### src/rtl/sfifo_rd_stream_pkg.sv
// Shared constants and helpers for the FIFO read-side stream adapter.
// Sizing of the skid buffer and the FIFO read latency it is built around.
package sfifo_rd_stream_pkg;

    localparam int unsigned SKID_ENTRIES = 2;
    localparam int unsigned RD_LATENCY   = 1;
    localparam int unsigned LEVEL_W      = $clog2(SKID_ENTRIES + 1);
    localparam int unsigned OCC_W        = LEVEL_W + 1;

    typedef logic [LEVEL_W-1:0] level_t;
    typedef logic [OCC_W-1:0]   occ_t;

    // The issue/capture pipeline below only handles a single-cycle RAM read.
    function automatic bit rd_latency_supported();
        return RD_LATENCY == 1;
    endfunction

    // Buffer fill after one edge; clear dominates write and pop.
    function automatic level_t level_next(
        input level_t cur,
        input logic   inc,
        input logic   dec,
        input logic   clr
    );
        level_t nxt;
        nxt = cur;
        if (clr) begin
            nxt = '0;
        end else begin
            nxt = level_t'(cur + level_t'(inc) - level_t'(dec));
        end
        return nxt;
    endfunction

    // Words buffered plus the word travelling out of the FIFO RAM.
    function automatic occ_t occupancy(input level_t lvl, input logic in_flight);
        return occ_t'({1'b0, lvl}) + occ_t'(in_flight);
    endfunction

endpackage : sfifo_rd_stream_pkg

### src/rtl/sfifo_skid_buf.sv
// Two-entry register buffer absorbing the FIFO read latency.
// Write at tail, read at head; clear empties it without touching stored data.
module sfifo_skid_buf
    import sfifo_rd_stream_pkg::*;
#(
    parameter int unsigned WIDTH = 8
) (
    input  logic             clk,
    input  logic             rst_n,
    input  logic             wr_en,
    input  logic [WIDTH-1:0] wr_data,
    input  logic             pop,
    input  logic             clear,
    output logic [WIDTH-1:0] data,
    output logic             valid,
    output level_t           level
);

    logic [WIDTH-1:0] mem [SKID_ENTRIES];
    logic             head;
    logic             tail;

    // Full buffer with a write and a pop in one cycle: tail equals head, so the
    // incoming word lands in the slot being vacated.
    always_ff @(posedge clk or negedge rst_n) begin
        if (!rst_n) begin
            for (int i = 0; i < int'(SKID_ENTRIES); i++) begin
                mem[i] <= '0;
            end
            head  <= 1'b0;
            tail  <= 1'b0;
            level <= '0;
        end else begin
            if (wr_en) begin
                mem[tail] <= wr_data;
                tail      <= ~tail;
            end
            if (clear) begin
                head <= tail;
            end else if (pop) begin
                head <= ~head;
            end
            level <= level_next(level, wr_en, pop, clear);
        end
    end

    assign data  = mem[head];
    assign valid = (level != '0);

endmodule : sfifo_skid_buf

### src/rtl/sfifo_rd_stream.sv
// Drains the synchronous FIFO read port onto a valid/ready stream at one word
// per cycle, tracking the word in flight from the FIFO RAM.
module sfifo_rd_stream
    import sfifo_rd_stream_pkg::*;
#(
    parameter int unsigned Width = 8
) (
    input  logic               clk,
    input  logic               reset,
    input  logic               FIFOEmpty,
    input  logic [Width-1:0]   RDData,
    output logic               FIFORdReq,
    output logic [Width-1:0]   OutData,
    output logic               OutValid,
    input  logic               OutReady,
    input  logic               Flush,
    output logic [LEVEL_W-1:0] Level
);

    if (!rd_latency_supported()) begin : g_rd_latency_check
        $error("sfifo_rd_stream supports RD_LATENCY == 1 only");
    end

    logic   in_flight;
    logic   pop;
    logic   capture;
    level_t buf_level;
    occ_t   occ;

    assign pop     = OutValid & OutReady;
    assign capture = in_flight & ~Flush;
    assign occ     = occupancy(buf_level, in_flight);

    // Issue only when a slot is guaranteed for the returning word; a same-cycle
    // pop frees one, hence the intended OutReady -> FIFORdReq path.
    assign FIFORdReq = reset & ~FIFOEmpty & ~Flush
                     & ((occ < occ_t'(SKID_ENTRIES)) | pop);

    always_ff @(posedge clk or negedge reset) begin
        if (!reset) begin
            in_flight <= 1'b0;
        end else begin
            in_flight <= FIFORdReq & ~FIFOEmpty;
        end
    end

    sfifo_skid_buf #(
        .WIDTH (Width)
    ) u_skid (
        .clk     (clk),
        .rst_n   (reset),
        .wr_en   (capture),
        .wr_data (RDData),
        .pop     (pop),
        .clear   (Flush),
        .data    (OutData),
        .valid   (OutValid),
        .level   (buf_level)
    );

    assign Level = buf_level;

endmodule : sfifo_rd_stream

### config.mk
export PLATFORM = sky130hd
export DESIGN_NAME = sfifo_rd_stream
export DESIGN_NICKNAME = d
export VERILOG_FILES = /design/src/rtl/sfifo_rd_stream_pkg.sv /design/src/rtl/sfifo_skid_buf.sv /design/src/rtl/sfifo_rd_stream.sv
export SDC_FILE = /design/constraint.sdc
export NUM_CORES = 1
export LEC_CHECK = 0
export ABC_AREA = 0
export ABC_CLOCK_PERIOD_IN_PS = 4900
export BUFFER_PORTS_ARGS = -buffer_cell sky130_fd_sc_hd__clkbuf_2
export CORE_MARGIN = 3
export CORE_UTILIZATION = 50
export DETAILED_ROUTE_END_ITERATION = 16
export PLACE_DENSITY = 0.86
export RECOVER_POWER = 50
export SLEW_MARGIN = 20
export SYNTH_ARGS = -nofsm -noshare
export SYNTH_HDL_FRONTEND = slang
export SYNTH_HIERARCHICAL = 1
export SYNTH_SLANG_ARGS = --single-unit
### constraint.sdc
create_clock -name clk -period 4.9 [get_ports clk]
set_input_delay 0 -clock clk [delete_from_list [all_inputs] [get_ports clk]]
set_output_delay 0 -clock clk [all_outputs]
set_load 0.02 [all_outputs]
==> flow_metrics.env <==
export IMPL_die_x_um=50.7
export IMPL_drive_gt1_frac=0.471
export IMPL_dr_pass1_iters=1
export IMPL_worst_pin_slew_ps=1160
export IMPL_wl_um=1800
export IMPL_antenna_cells=0
export IMPL_insertion_delay_ps=300
export IMPL_die_h_um=50.7
export IMPL_intPower_mw=0.451
export IMPL_pwr_share_clk=0.119
export IMPL_num_rows=15
export IMPL_syn_inst=67
export IMPL_htreeDepth=1
export IMPL_grt_pass1_vias=708
export IMPL_hold_class="primary input to register"
export IMPL_relSlewSlack=0.225
export IMPL_clock_sinks=21
export IMPL_cts_buffer_depth=2
export IMPL_portBuffers=24
export IMPL_wl_per_cell_um=14.0
export IMPL_cts_repair_resized=0
export IMPL_synth_area_top_cells="dfrtp_1 (53%), mux2_2 (18%), mux2_4 (12%)"
export IMPL_p_sw_mw=0.247
export IMPL_netlist_area_um2=998
export IMPL_cts_buffers=3
export IMPL_nFillCells=156
export IMPL_ys_ff_latch=21
export IMPL_dieArea_mm2=0.00257
export IMPL_tns_ps=0
export IMPL_cts_tree="done"
export IMPL_detail_route_iter0_violations=0
export IMPL_coreArea_mm2=0.00180
export IMPL_synth_avg_cell_area_um2=14.9
export IMPL_setup_viol=0
export IMPL_rsz0062_at_grt="no"
export IMPL_hold_path_depth=4
export IMPL_detail_route_antenna_nets=0
export IMPL_grt_usage=0.170
export IMPL_area_delta_synth_final_pct=26.3
export IMPL_regArea_um2=526
export IMPL_clock_root_buffer="clkbuf_4"
export IMPL_antenna_found_initial=0
export IMPL_nets=120
export IMPL_p_seq_frac=0.436
export IMPL_p_leak_nw=0.624
export IMPL_timing_hold_ws_ps=210
export IMPL_initial_core_util=0.554
export IMPL_finalClockSkew_ps=2.19
export IMPL_fin_crit_ps=1850
export IMPL_drc_errors=0
export IMPL_seq_area_frac_synth=0.526
export IMPL_period_share=0.378
export IMPL_switching_share=0.354
export IMPL_combPwrFrac=0.445
export IMPL_fmax_mhz=540
export IMPL_pwr_density_cell_mw_per_mm2=553
export IMPL_crit_arrival_ps=2090
export IMPL_path_max_fanout=4
export IMPL_vias=632
export IMPL_drv_slew=0
export IMPL_globalplace_congestion=0.756
export IMPL_multi_input_area_um2=447
export IMPL_maxCapViolations=0
export IMPL_worstSetupPathType="register to register"
export IMPL_io_pins=25
export IMPL_grt_pass1_wl_um=3140
export IMPL_irDropWorstVdd_mv=0.402
export IMPL_status="finished clean"
export IMPL_syn_nets=82
export IMPL_start_kind="register"
export IMPL_place_hpwl_um=1250
export IMPL_synth_top_cell_area_share=0.526
export IMPL_synth_cell_types=20
export IMPL_final_util=0.700
export IMPL_vias_per_cell=4.90
export IMPL_hold_viol_final=0
export IMPL_grt_max_degree=24
export IMPL_clkTransAtPathRegs_ps=110
export IMPL_ys_warn_count=6
export IMPL_cp_required_ps=5140
export IMPL_reg2reg_depth=7
export IMPL_end_kind="register"
export IMPL_r2r_slack_ps=3050
export IMPL_grt_overflow_total=0
export IMPL_yosysTopAreaCell="dfrtp_1"
-- synthesized netlist by cell type, drive strengths merged --
cell,instances
a21oi,1
and2,1
buf,2
dfrtp,21
ha,2
inv,2
mux2,24
nand2,2
nor2,2
nor2b,3
o211a,2
o21ai,1
or2,1
xnor2,1
xnor3,1
xor2,1
-- repair_timing --
item	CTS	global route
hold endpoints to repair	41	0
hold buffers	11	0
buffers inserted	0	0
-- power groups by stage --
stage | Clock, mW | Sequential [mW] | Combinational (mW)
finish | 0.0829 | 0.304 | 0.311
global route | 0.0904 | 0.315 | 0.335
CTS | 0.0853 | 0.305 | 0.317
detailed placement | 0 | 0.307 | 0.310
global placement | 0 | 0.304 | 0.301
floorplan | 0 | 0.284 | 0.247
-- cells by family (layout without fill, tap and decap cells) --
| kind of cell | after synthesis | in the layout | share of synthesized area |
|---|---|---|---|
| AOI/OAI and AO/OA | 4 | 4 | 0.0301 |
| xor gates and xnor gates | 3 | 3 | 0.0401 |
| adders and majority gates | 2 | 2 | 0.0251 |
| buffers and inverters | 4 | 41 | 0.0238 |
| DFF | 21 | 21 | 0.526 |
| muxes | 24 | 24 | 0.301 |
| and+or+nand+nor | 9 | 9 | 0.0539 |
-- state kept, by name, summed over array words and instances (netlist names) --
signal / cells
u_skid/mem: 16
in_flight: 1
u_skid/tail: 1
u_skid/head: 1
u_skid/level: 2
-- layout make-up --
| type | count | area share |
|---|---|---|
| Multi-Input combinational cell | 42 | 0.354 |
| Clock buffer | 4 | 0.0208 |
| Sequential cell | 21 | 0.417 |
| Timing Repair Buffer | 35 | 0.178 |
| Tap cell | 25 | 0.0248 |
| Inverter | 2 | 0.00595 |
-- worst paths after layout --
kind / start / to
min in group asynchronous: reset / u_skid/mem[13]
max: u_skid/level[0] / u_skid/level[1]
max reg2reg: u_skid/level[0] / u_skid/level[1]
min reg2reg: u_skid/mem[6] / u_skid/mem[6]
max in group asynchronous: reset / in_flight
min: OutReady / u_skid/head
-- placed cells by master, fill, tap and decap left out, drive strengths merged --
cell	Yosys	routed
xor2	1	1
nor2	2	2
a21oi	1	1
o21ai	1	1
ha	2	2
dlygate4sd3	0	11
xnor3	1	1
mux2	24	24
dfrtp	21	21
nor2b	3	3
inv	2	2
xnor2	1	1
clkbuf	0	28
o211a	2	2
nand2	2	2
or2	1	1
and2	1	1
-- critical path, cell delays in order, from the launching register on --
cell and delay [ps]:
dfrtp_1 420, or2_2 300, and2_0 220, ha_1 320, inv_1 60, ha_1 150
xnor3_1 210, nor2_1 110
-- per-stage QoR --
| step | cell area, µm² | setup slack [ps] | instances | total power [mW] |
|---|---|---|---|---|
| after global placement | 1130 | 3190 | 114 | 0.605 |
| after CTS | 1270 | 3100 | 129 | 0.708 |
| after floorplan | 998 | 3070 | 67 | 0.530 |
| final | 1260 | 3050 | 129 | 0.698 |
| after detailed placement | 1130 | 3120 | 114 | 0.618 |
| after global routing | 1260 | 2870 | 129 | 0.741 |
-- per-layer routing --
layer / track usage / vias to the layer above / wire [µm]
li1: - / 308 / -
met1: 0.189 / 306 / 773
met2: 0.291 / 13 / 905
met3: 0.0534 / 5 / 83
met4: 0.0807 / 0 / 37
met5: 0 / - / 0
Power figures use the tool's default switching activity.
